File: src/rtl/vendo_multi.sv
// Multi-item vending controller: per-item prices, three coin denominations,
// saturating credit with coin rejection, cancel/refund and serial change return.

module vendo_multi_lane #(
  parameter int                 PRICE_W = 6,
  parameter logic [PRICE_W-1:0] PRICE   = '0
) (
  input  logic [PRICE_W-1:0] credit,
  input  logic               sel_bit,
  output logic               afford,
  output logic [PRICE_W-1:0] price_m
);
  assign afford  = sel_bit && (credit >= PRICE);
  assign price_m = sel_bit ? PRICE : '0;
endmodule

module vendo_multi #(
  parameter int                           NUM_ITEMS  = 4,
  parameter int                           PRICE_W    = 6,
  parameter logic [NUM_ITEMS*PRICE_W-1:0] PRICES     = {6'd15, 6'd12, 6'd8, 6'd6},
  parameter int                           MAX_CREDIT = 40
) (
  input  logic                 clk,
  input  logic                 rst,
  input  logic [NUM_ITEMS-1:0] sel,
  input  logic                 p_1,
  input  logic                 p_5,
  input  logic                 p_10,
  input  logic                 cancel,
  output logic [NUM_ITEMS-1:0] disp,
  output logic                 change,
  output logic                 coin_reject,
  output logic                 sel_err,
  output logic [PRICE_W-1:0]   credit,
  output logic                 busy
);

  typedef enum logic [1:0] {IDLE, COLLECT, DISPENSE, CHANGE} state_t;

  state_t               state_q, state_d;
  logic [PRICE_W-1:0]   credit_q, credit_d;
  logic [NUM_ITEMS-1:0] item_q, item_d;
  logic [NUM_ITEMS-1:0] disp_q, disp_d;
  logic                 change_q, change_d;
  logic                 reject_q, reject_d;
  logic                 sel_err_q, sel_err_d;
  logic                 busy_q, busy_d;

  // Selection is held one-hot so each lane masks its own price.
  logic [NUM_ITEMS-1:0]              afford;
  logic [NUM_ITEMS-1:0][PRICE_W-1:0] price_m;
  logic [PRICE_W-1:0]                price_sel;

  for (genvar i = 0; i < NUM_ITEMS; i++) begin : g_lane
    vendo_multi_lane #(
      .PRICE_W (PRICE_W),
      .PRICE   (PRICES[i*PRICE_W +: PRICE_W])
    ) u_lane (
      .credit  (credit_q),
      .sel_bit (item_q[i]),
      .afford  (afford[i]),
      .price_m (price_m[i])
    );
  end

  always_comb begin
    price_sel = '0;
    for (int i = 0; i < NUM_ITEMS; i++) price_sel = price_sel | price_m[i];
  end

  logic               coin_any, coin_one, sel_one, sel_any;
  logic [PRICE_W:0]   coin_val, coin_sum;
  logic [PRICE_W-1:0] remainder;

  assign coin_any  = p_1 | p_5 | p_10;
  assign coin_one  = coin_any && ({1'b0, p_1} + {1'b0, p_5} + {1'b0, p_10} == 2'd1);
  assign coin_val  = p_10 ? (PRICE_W+1)'(10) : p_5 ? (PRICE_W+1)'(5) : (PRICE_W+1)'(1);
  assign coin_sum  = {1'b0, credit_q} + coin_val;
  assign sel_any   = |sel;
  assign sel_one   = sel_any && ((sel & (sel - 1'b1)) == '0);
  assign remainder = credit_q - price_sel;

  always_comb begin
    state_d   = state_q;
    credit_d  = credit_q;
    item_d    = item_q;
    reject_d  = 1'b0;
    sel_err_d = 1'b0;
    case (state_q)
      IDLE, COLLECT: begin
        if (cancel) begin
          item_d   = '0;
          reject_d = coin_any;
          state_d  = (credit_q != '0) ? CHANGE : IDLE;
        end else begin
          if (coin_any) begin
            if (coin_one && coin_sum <= (PRICE_W+1)'(MAX_CREDIT)) credit_d = coin_sum[PRICE_W-1:0];
            else reject_d = 1'b1;
          end
          // An affordable latched item wins over a sel arriving on the same edge.
          if (state_q == COLLECT && |afford) begin
            state_d = DISPENSE;
          end else if (sel_one) begin
            item_d  = sel;
            state_d = COLLECT;
          end else if (sel_any) begin
            sel_err_d = 1'b1;
          end
        end
      end
      DISPENSE: begin
        reject_d = coin_any;
        credit_d = remainder;
        item_d   = '0;
        state_d  = (remainder != '0) ? CHANGE : IDLE;
      end
      CHANGE: begin
        reject_d = coin_any;
        if (credit_q != '0) credit_d = credit_q - 1'b1;
        if (credit_q <= PRICE_W'(1)) state_d = IDLE;
      end
      default: state_d = IDLE;
    endcase
  end

  // Outputs are registered from the next state so they align with the state they describe.
  always_comb begin
    disp_d   = (state_d == DISPENSE) ? item_d : '0;
    change_d = (state_d == CHANGE);
    busy_d   = (state_d == DISPENSE) || (state_d == CHANGE);
  end

  always_ff @(posedge clk) begin
    if (rst) begin
      state_q   <= IDLE;
      credit_q  <= '0;
      item_q    <= '0;
      disp_q    <= '0;
      change_q  <= 1'b0;
      reject_q  <= 1'b0;
      sel_err_q <= 1'b0;
      busy_q    <= 1'b0;
    end else begin
      state_q   <= state_d;
      credit_q  <= credit_d;
      item_q    <= item_d;
      disp_q    <= disp_d;
      change_q  <= change_d;
      reject_q  <= reject_d;
      sel_err_q <= sel_err_d;
      busy_q    <= busy_d;
    end
  end

  assign disp        = disp_q;
  assign change      = change_q;
  assign coin_reject = reject_q;
  assign sel_err     = sel_err_q;
  assign credit      = credit_q;
  assign busy        = busy_q;

endmodule

File: config.mk
export PLATFORM = sky130hd
export DESIGN_NAME = vendo_multi
export DESIGN_NICKNAME = d
export VERILOG_FILES = /design/src/rtl/vendo_multi.sv
export SDC_FILE = /design/constraint.sdc
export NUM_CORES = 1
export LEC_CHECK = 0
export CAP_MARGIN = 40
export CORE_MARGIN = 2
export CORE_UTILIZATION = 45
export CTS_CLUSTER_SIZE = 12
export DETAILED_ROUTE_END_ITERATION = 10
export GPL_ROUTABILITY_DRIVEN = 0
export MAX_ROUTING_LAYER = met4
export PLACE_DENSITY = 0.71
export SKIP_LAST_GASP = 1
export SLEW_MARGIN = 10
export SYNTH_ARGS = -nofsm -noshare
export SYNTH_HDL_FRONTEND = slang
export SYNTH_SLANG_ARGS = --single-unit
File: constraint.sdc
create_clock -name clk -period 2.4 [get_ports clk]
set_clock_uncertainty 0.05 [all_clocks]
set_input_delay 0.48 -clock clk [delete_from_list [all_inputs] [get_ports clk]]
set_output_delay 0.48 -clock clk [all_outputs]
set_load 0.1 [all_outputs]
Word-level counts from Yosys, hierarchy flattened
Cells that the tools add are included.
- flip-flop bits (word level): 20
- input bits: 10
- output and inout bits: 14
- logic and storage cells: 85
- add/sub/neg operators: 6
- $lt $le $gt $ge: 6
- eq/ne operators: 10
- mux-type cells: 27
- bitwise logic cells: 8
- reduce and logical (&&, ||, !) cells: 20
- operator list (kind ; number):
    two-way mux 4 bit ; 7
    two-way mux 6 bit ; 4
    greater-or-equal comparator 6 x 4 -> 1 bit, second input constant ; 3
    bitwise OR 6 bit ; 3
    one-hot mux 6 bit (3 select lines) ; 1
    two-way mux 2 bit ; 6
    nonzero test 6 bit ; 2
    == test 2 bit, second input constant ; 4
    logical AND 1 bit ; 8
    inequality test 2 bit, second input constant ; 4
    one-hot mux 4 bit (2 select lines) ; 1
    OR reduction 4 bit ; 2
    adder 6 x 4 -> 7 bit ; 1
    less-or-equal comparator 7 x 6 -> 1 bit, second input constant ; 1
    greater-or-equal comparator 6 x 3 -> 1 bit, second input constant ; 1
    less-or-equal comparator 6 x 1 -> 1 bit, second input constant ; 1
    two-way mux 3 bit ; 2
    one-hot mux 2 bit (3 select lines) ; 1
    OR reduction 2 bit ; 3
    subtractor 6 x 1 -> 6 bit, second input constant ; 1
    subtractor 6 bit ; 1
    OR reduction 5 bit ; 1
    bitwise AND 4 bit ; 1
    == test 2 x 1 -> 1 bit, second input constant ; 2
    11 further kinds ; 16

Longest topological paths before layout
Gate-level depths: netlist (run 1).
- depth after elaboration: 11
- gate-level depth with buffers: 10
- mapped depth without buffers: 9

Modules after synthesis
Synthesis (run 1) repeated with hierarchy kept, for this count alone.
- cells, all modules: 227
- area total of the unflattened synthesis: 1881.8 µm²
- modules (own cells, without submodules) (module ; instances ; cells an instance ; area each (µm²)):
    vendo_multi ; 1 ; 191 ; 1625.3
    vendo_multi_lane at g_lane[0].u_lane ; 1 ; 9 ; 70.1
    vendo_multi_lane at g_lane[3].u_lane ; 1 ; 10 ; 66.3
    vendo_multi_lane at g_lane[2].u_lane ; 1 ; 9 ; 62.6
    vendo_multi_lane at g_lane[1].u_lane ; 1 ; 8 ; 57.6

Worst setup path after synthesis (run 1)
No wires, ideal clock.
- path kind: register -> register
- start: reg credit_q[0], in the netlist credit[0]
- end: reg busy_q, in the netlist busy
- arrival: 3.154 ns
- setup slack: -0.937 ns
- stages on the path, launching flop included: 10
- clock period less this slack: 3.337 ns
- cell sequence: dfxtp_1 inv_1 ha_1 fa_1 nor2b_1 o21a_1 nor3_1 or4_4 a221oi_2 a21oi_1
- cells in the longest elaborated chain, start to end: 9
- elaborated cells on any way between the ends: 23
- ends and longest elaborated chain (element ; RTL line ; source):
    start: declaration ; 41 ; logic [PRICE_W-1:0] credit_q, credit_d;
    start signal: assignment ; 145 ; credit_q <= credit_d;
    greater-or-equal comparator 6 x 3 -> 1 bit or greater-or-equal comparator 6 x 4 -> 1 bit (tied branches) ; 13 ; assign afford = sel_bit && (credit >= PRICE);
    logical AND 1 bit ; 13 ;
    OR reduction 4 bit ; 101 ; if (state_q == COLLECT && |afford) begin
    logical AND 1 bit ; 101 ;
    two-way mux 2 bit ; 101 ;
    two-way mux 2 bit ; 91 ; if (cancel) begin
    one-hot mux 2 bit (3 select lines) (*) ; 89 ; case (state_q)
    == test 2 bit ; 130 ; busy_d = (state_d == DISPENSE) || (state_d == CHANGE);
    logical OR 1 bit (*) ; 130 ;
    end signal: assignment ; 151 ; busy_q <= busy_d;
    end: declaration ; 47 ; logic busy_q, busy_d;
Every way passes the cells marked *; elsewhere a longest branch is shown, timed or not.
A chain may end at the register's enable or synchronous reset.

Worst setup path in the final report (run 1)
- start: reg item_q[3]
- end: reg credit_q[4], in the netlist credit[4]
- cells in the longest elaborated chain, start to end: 4
- ends and longest elaborated chain (element ; RTL line ; source):
    start: declaration ; 42 ; logic [NUM_ITEMS-1:0] item_q, item_d;
    start signal: assignment ; 146 ; item_q <= item_d;
    two-way mux 4 bit ; 14 ; assign price_m = sel_bit ? PRICE : '0;
    bitwise OR 6 bit ; 68 ; for (int i = 0; i < NUM_ITEMS; i++) price_sel = price_sel | price_m[i];
    subtractor 6 bit ; 81 ; assign remainder = credit_q - price_sel;
    one-hot mux 6 bit (3 select lines) ; 89 ;
No other way between the ends.

==> metrics.txt, run 1 <==
status complete, but fails checks; failing checks setup timing; period utilization 107%; core area 0.00339 sq mm; WL final 5520 um; worst path cell trace or2_4, nor2_4, ha_4, nor2b_4, o21a_1, buf_6, buf_6, o311a_4, or4bb_1, nand4_1; Boundary Pins 24; Post-DP HPWL 3860 um; RSZ-0062 raised after global routing true; max-slew violation count 0; CTS tree yes; Async S/R FF share, synth 0%; Die ar. between 0.004 and 0.005 sq mm; max_cap viols 0; DR DRC count 0; Syn Nets 227; input/output buffers 23; Mapped Cells 201; CP max stage delay 510 ps; Rows 21; placed cell count a little under 300; global route overflow 0; violation count after the first detailed-route iteration about 150; vias in the first global route 1731; # diodes 0; CTS max path bufs 2; Die Y around 64 um; Crit Path Category reg2reg; pwr dens 1370 mW/mm^2; final hold vios 0; H-tree depth 1; Synth warnings 0; slowest cell on the critical path or4bb_1; crit path launch type register; Tot GR Track Use 26.5%; Leak 1.02 nW; sequential share of the synthesized area 24.9%; predominant post-synthesis flop cell dfxtp_1; WP data arrival roughly 2800 ps; Worst setup EP type register; Max-slew headroom 64.3%; drt wl/cell 18.1 um; Pre-antenna DRT Iters 5; setup_tns -802 ps; Syn Area/Cell 7.99 sq um; Hold Crit Class reg2reg; post-synth cell types 55; pin count of the biggest net entering global routing 17; commonest non-fill, non-tap cells in the layout buf_4 (48), nor2_1 (22), dfxtp_1 (15); final setup fails 6; CTS buffer count 3; Post-Syn Area about 0.0016 sq mm; layout cells sized above 1 37.8%; average via count per standard cell just over 6; Final WS setup -179 ps; most common cell after layout, fill and taps aside buf_4; Power, Total ~3.3 mW; fillcell total 258; fin nets between 200 and 300; maximum VDD drop roughly 0.85 mV; CP Max Fanout 3; clk_lat worst skew 310 ps; clk sinks 20; CP most frequent cell buf_6; Period minus WS final roughly 2600 ps; Seq cells post-synth 20; Non-Filler Instances 305; Root Buffer Master clkbuf_4; initial cell density of the core 47.4%; total number of vias 1889; clock slew at the register clock pins of the worst setup and hold paths 110 ps; number of enable flip-flop cells after synthesis 0; first-pass GRT wire length 8300 um; worst path required time roughly 2600 ps; Layout area overhead 49.8%; pre-CTS setup slack -718 ps; initial antenna violation count 0; fmax 0.388 GHz; ANT nets after route 0; Die X-Extent around 64 um; Layout Utilization 71.0%; measured slew at the worst slew-check pin 534 ps
## cell usage after synthesis (2+ instances only)
| library cell | number | area (sq um) |
|---|---|---|
| o21a_1 | 3 | 22.5 |
| nand3b_1 | 2 | 15.0 |
| xnor2_1 | 3 | 26.3 |
| or3_1 | 2 | 12.5 |
| o311a_1 | 3 | 30.0 |
| inv_1 | 11 | 41.3 |
| clkbuf_1 | 7 | 26.3 |
| o221ai_1 | 2 | 17.5 |
| fa_1 | 3 | 60.1 |
| o22ai_1 | 2 | 12.5 |
| dfxtp_1 | 20 | 400 |
| buf_2 | 3 | 15.0 |
| o31a_1 | 2 | 17.5 |
| nor2b_1 | 4 | 25.0 |
| nor2_1 | 24 | 90.1 |
| nor3b_1 | 2 | 15.0 |
| a32oi_1 | 3 | 26.3 |
| nor4_1 | 4 | 25.0 |
| o21ai_0 | 13 | 65.1 |
| nor3_1 | 6 | 30.0 |
| nand2_1 | 11 | 41.3 |
| nand3_1 | 6 | 30.0 |
| ha_1 | 13 | 163 |
| and3_1 | 2 | 12.5 |
| o211ai_1 | 2 | 15.0 |
| a21oi_1 | 11 | 55.1 |
| a211oi_1 | 7 | 52.6 |
| xor2_1 | 3 | 26.3 |
## final timing paths
path	end	start	depth (start not counted)	slack [ps]
worst min register to register	credit[3]	credit[3]	2	540
worst max register to register	credit[4]	item_q[3]	10	-180
worst min-delay path	credit[3]	credit[3]	2	540
worst max-delay path	credit[4]	item_q[3]	10	-180
## per-stage QoR
stage	area (sq um)	hold WS (ps)
2_1_floorplan	1660	480
3_3_place_gp	2140	495
3_5_place_dp	2140	493
4_1_cts	2260	522
5_1_grt	2410	566
6_report	2410	540
## final cells by class
class | count | area [sq um] | share of cell area (%)
clock buffers | 4 | 26.3 | 1.09
repair buffers | 64 | 529 | 22.0
multi-input cells | 160 | 1330 | 55.4
well taps | 46 | 57.6 | 2.39
inverters | 11 | 43.8 | 1.82
flip-flops and latches | 20 | 417 | 17.3
## routing by layer
layer | track usage, % | part of all wire [%] | up-vias
li1 | - | - | 868
met1 | 34.4 | 41 | 912
met2 | 43.2 | 48 | 89
met3 | 3.52 | 6.9 | 20
met4 | 8.15 | 3.7 | 0
met5 | - | 0 | -
## worst max-delay path, delay by kind of cell (launching register included)
kind / cells / cell delay [ps]
and+or+nand+nor: 5 / 1110
adders and majority gates: 1 / 210
AOI/OAI and AO/OA: 2 / 570
buffers and inverters: 2 / 220
DFF: 1 / 360
## what timing repair did
action / in CTS / in global routing
cloned: 1 / 0
endpoints found under the setup margin: 11 / 10
pin swaps: 17 / 12
hold buffers: 0 / 0
setup buffers: 2 / 2
endpoints found under the hold margin: 0 / 0
resized for setup: 17 / 27
## flip-flops by register name, summed over array words and instances (netlist names)
signal / flops
busy: 1
change: 1
coin_reject: 1
credit: 6
disp: 4
item_q: 4
sel_err: 1
state_q: 2
## logic make-up after synthesis
| family | after synthesis | share of synthesized area (%) |
|---|---|---|
| buffers and inverters | 21 | 5.14 |
| XOR/XNOR | 6 | 3.27 |
| flip-flops | 20 | 24.9 |
| adder cells (fa/ha/maj) | 17 | 14.5 |
| AND/OR/NAND/NOR | 73 | 23.7 |
| AO/OA/AOI/OAI | 64 | 28.5 |
## power by group
part / switching, mW / internal (mW)
Sequential: 0.153 / 0.426
Combinational: 1.46 / 1.08
Clock: 0.105 / 0.0650
Power figures use the tool's default switching activity.
==> run 2: changes to the inputs <==
- CTS_CLUSTER_DIAMETER: unset -> 60
- clock period: 2.4 -> 2.1 ns (I/O delays scaled with it)
==> metrics.txt, run 2 (synthesis results as in run 1) <==
pwr dens 1530 mW/mm^2; total number of vias 1928; final hold vios 0; input/output buffers 23; average via count per standard cell between 6 and 7; Crit Path Category reg2reg; GR Layer Usage met3 4.93%; worst hold stages 2; Die X-Extent 63.8 um; Reg-to-Reg End state_q[1]; final setup fails 11; Die ar. slightly above 0.004 sq mm; most common cell after layout, fill and taps aside buf_4; core area 0.00339 sq mm; worst path required time 2250 ps; commonest non-fill, non-tap cells in the layout buf_4 (61), nor2_1 (21), o21ai_0 (12), dfxtp_1 (12); ANT nets after route 0; violation count after the first detailed-route iteration 110; crit path launch type register; layout cells sized above 1 42.3%; maximum VDD drop 1.03 mV; Worst setup EP type register; drt wl/cell roughly 19 um; Leak 1.10 nW; WHS 590 ps; RSZ-0062 raised after global routing true; Tot GR Track Use 28.7%; # diodes 0; Max-slew headroom 70.1%; GR Layer Usage met2 a little under half; DR DRC count 0; clock slew at the register clock pins of the worst setup and hold paths ~130 ps; first-pass GRT wire length 8890 um; clk sinks 20; worst path cell trace buf_6, ha_4, fa_2, nor2b_4, o21a_1, buf_6, nor3_2, or4_4, a221oi_4, a21oi_1; Final WS setup -424 ps; Hold Buf Count CTS 0; CTS tree yes; status complete, but fails checks; pin count of the biggest net entering global routing 16; met1 Usage GRT 36.9%; Hold EP credit[5]; Pre-antenna DRT Iters 4; crit path buf inv count 2; WP data arrival 2680 ps; Layout area overhead 61.8%; max_cap viols 0; Post-DP HPWL 3950 um; cell family with most CP delay simple AND/OR/NAND/NOR gates; CP most frequent cell buf_6; initial cell density of the core 47.4%; CTS max path bufs 2; Rows 21; failing checks setup timing; Hold Crit Start credit[5]; Hold Crit Class reg2reg; slowest cell on the critical path or4_4; busiest layer in global routing met2; fmax a little under 0.4 GHz; WL final about 6000 um; CP Max Fanout 4; vias in the first global route 1857; pre-CTS setup slack -903 ps; period utilization 120%; global route overflow 0; clk_lat worst skew around 320 ps; H-tree depth 1; Root Buffer Master clkbuf_4; measured slew at the worst slew-check pin 447 ps; max FFs per register 6; Period minus WS final approximately 2500 ps; worst reg-to-reg setup slack -420 ps; max-slew violation count 0; startpoint of the worst-slack reg-to-reg timing path item_q[3]; CTS buffer count 3; R2R cell count 10; Die Y ~64 um; CP max stage delay between 500 and 600 ps; Boundary Pins 24; initial antenna violation count 0; fin nets around 300; Power, Total 3.96 mW
[run 2: changes by cell type in the layout (fill, tap and decap cells not counted), sizes merged]
cell | before | now
dlygate4sd2 | 2 | 3
dlymetal6s2s | 1 | 0
a21oi | 11 | 12
buf | 55 | 69
[run 2: timing repair]
item,4_1_cts,5_1_grt
cloned,1,0
setup buffers,2,6
pin swaps,21,11
gates resized for setup,28,20
endpoints found under the setup margin,11,14
[run 2: routing by layer]
metal	vias to the layer above	wire, um	part of all wire, %
met5	-	0	0
met4	0	142	2.4
met3	16	380	6.3
met2	84	2970	49
met1	929	2510	42
li1	899	-	-
[run 2: worst max-delay path by stage]
stage / from / endpoint / slack (ps) / cells past startpoint
2_1_floorplan: credit[0] / busy / -430 / 9
3_3_place_gp: p_10 / credit[2] / -780 / 10
3_5_place_dp: p_10 / credit[3] / -900 / 10
4_1_cts: item_q[0] / busy / -410 / 9
5_1_grt: item_q[0] / busy / -490 / 9
6_report: item_q[3] / state_q[1] / -420 / 10
[run 2: worst register-to-register path, stage by stage, from the launching register on]
cell,delay [ps]
dfxtp_2,340
buf_6,120
ha_4,150
fa_2,400
nor2b_4,130
o21a_1,160
buf_6,110
nor3_2,30
or4_4,510
a221oi_4,300
a21oi_1,110
[run 2: layout make-up]
type,count,area [sq um]
multi-input cells,161,1400
inverters,11,43.8
well taps,46,57.6
repair buffers,78,643
fillers,227,791
flip-flops and latches,20,420
clock buffers,4,36.3
[run 2: report_power, final]
part	leakage [nW]	switching [mW]	internal, mW
Sequential	0.168	0.168	0.491
Clock	0.0210	0.132	0.106
Combinational	0.914	1.76	1.31
Total	1.10	2.06	1.90
[run 2: per-stage QoR]
step           utilization, %  instances  TNS [ps]  cell area [sq um]
6_report                 76.7        320     -3440               2600
5_1_grt                  76.7        320     -4040               2600
4_1_cts                  71.6        314     -3090               2430
3_5_place_dp             66.0        307     -7800               2240
3_3_place_gp             66.0        307     -6720               2240
2_1_floorplan               -        201     -2820               1660
==> run 3: changes to the inputs <==
- PLACE_DENSITY: 0.71 -> 0.68
- clock period: 2.1 -> 2.7 ns (I/O delays scaled with it)
==> metrics.txt, run 3 (synthesis results as in run 1) <==
Layout area overhead 31.9%; Die X-Extent roughly 64 um; clk sinks 20; switching share of power a little over half; Leak 0.909 nW; R2R cell count 9; most common cell after layout, fill and taps aside buf_4; Rows 21; final setup fails 0; Layout Utilization 62.5%; violation count after the first detailed-route iteration 130; crit path launch type register; end point of the critical path state_q[1]; Die Y 63.8 um; busiest layer in global routing met2; Root Buffer Master clkbuf_4; CTS tree yes; CP max stage delay roughly 490 ps; met1 Usage GRT ~33%; Max-slew headroom approximately three fifths; Pre-antenna DRT Iters 4; initial cell density of the core 47.4%; WP data arrival 2730 ps; Pint 1.17 mW; startpoint of the worst-slack reg-to-reg timing path item_q[0]; fmax 0.387 GHz; first-pass GRT wire length 7730 um; measured slew at the worst slew-check pin 594 ps; Power, Total 2.49 mW; input/output buffers 23; DR DRC count 0; clk_lat worst skew 300 ps; core area 0.00339 sq mm; Boundary Pins 24; Sequential Power Share 21.1%; final hold vios 0; RSZ-0062 raised after global routing false; CTS buffer count 3; CTS max path bufs 2; CP Max Fanout 4; cell family with most CP delay simple AND/OR/NAND/NOR gates; Reg-to-Reg End state_q[1]; cell depth of the worst setup path 9; clock share of power between 10% and 20%; initial antenna violation count 0; max FFs per register 6; global route overflow 0; average via count per standard cell 5.90; crit path from item_q[0]; pin count of the biggest net entering global routing 18; WL final 4630 um; Worst setup EP type register; Hold Buf Count CTS 0; placed cell count 283; Non-Filler Instances 290; Die ar. 0.00406 sq mm; ANT nets after route 0; total number of vias 1711; worst path required time ~2900 ps; layout cells sized above 1 24.6%; Logic pwr share just under 70%; commonest non-fill, non-tap cells in the layout buf_4 (38), nor2_1 (23), dfxtp_1 (16); max-slew violation count 0; WHS about 540 ps; Crit Path Category reg2reg; Post-DP HPWL about 3500 um; slowest cell on the critical path or4_4; # diodes 0; worst path cell trace or2_4, nor2_2, ha_1, nor2b_1, o21a_1, o21a_1, or4_4, a221oi_4, a21oi_1; period utilization 95.8%; drt wl/cell 16.0 um; Psw approximately 1.3 mW; vias in the first global route 1608; H-tree depth 1; Tot GR Track Use 24.5%; pwr dens 1180 mW/mm^2; Period minus WS final about 2600 ps; GR Layer Usage met3 4.93%; clock slew at the register clock pins of the worst setup and hold paths 120 ps; worst reg-to-reg setup slack 110 ps; max_cap viols 0; GR Layer Usage met2 39.2%; crit path buf inv count 0; Hold Crit Class reg2reg; maximum VDD drop 0.653 mV; CP most frequent cell o21a_1; status finished, final reports clean; fin nets 271
-- run 3: cell count changes in the layout (fill, tap and decap cells not counted), moves of 4 or more --
| cell | delta |
|---|---|
| buf_4 | -23 |
| ha_4 | -5 |
| ha_1 | +4 |
| dfxtp_1 | +4 |
| buf_6 | -6 |
-- run 3: power groups by stage --
stage	sequential (mW)	combinational, mW	clock, mW
5_1_grt	0.538	1.85	0.267
2_1_floorplan	0.819	0.888	0
4_1_cts	0.518	1.66	0.250
3_3_place_gp	0.518	1.60	0
3_5_place_dp	0.523	1.63	0
6_report	0.525	1.72	0.251
-- run 3: timing repair --
item	in CTS	in global routing
buffers inserted	1	1
gates resized for setup	7	5
setup endpoints to repair	3	7
cloned	1	0
pin swaps	4	2
-- run 3: worst register-to-register path: cells and delay by family (launching register included) --
kind / cells / cell delay (ps)
adder cells (fa/ha/maj): 1 / 270
AND/OR/NAND/NOR: 4 / 1020
flip-flops: 1 / 340
AO/OA/AOI/OAI: 4 / 810
-- run 3: final cells by class --
class | instances | area (sq um)
Inverter | 11 | 41.3
Tap cell | 46 | 57.6
Sequential cell | 20 | 410
Multi-Input combinational cell | 160 | 1170
Clock inverter | 1 | 30.0
Clock buffer | 3 | 22.5
Fill cell | 307 | 1270
Timing Repair Buffer | 49 | 389
-- run 3: metrics by stage --
stage | setup TNS (ps) | cell area, sq um | setup WS [ps]
3_5_place_dp | -2160 | 2010 | -383
5_1_grt | 0 | 2120 | 8.08
6_report | 0 | 2120 | 113
2_1_floorplan | 0 | 1630 | 12.3
3_3_place_gp | -1580 | 2010 | -286
4_1_cts | 0 | 2100 | 17.3
-- run 3: worst min path at each step --
stage                   start         to  slack (ps)  depth (start not counted)
floorplan           item_q[0]    disp[0]         470                          2
global placement    credit[3]  credit[3]         510                          2
detailed placement  credit[3]  credit[3]         500                          2
CTS                 credit[3]  credit[3]         540                          2
global route        credit[3]  credit[3]         590                          2
finish              credit[3]  credit[3]         540                          2
-- run 3: metal layers --
layer  vias up  wire length, um
li1        835                -
met1       799             2100
met2        69             2160
met3         8              295
met4         0               63
met5         -                0
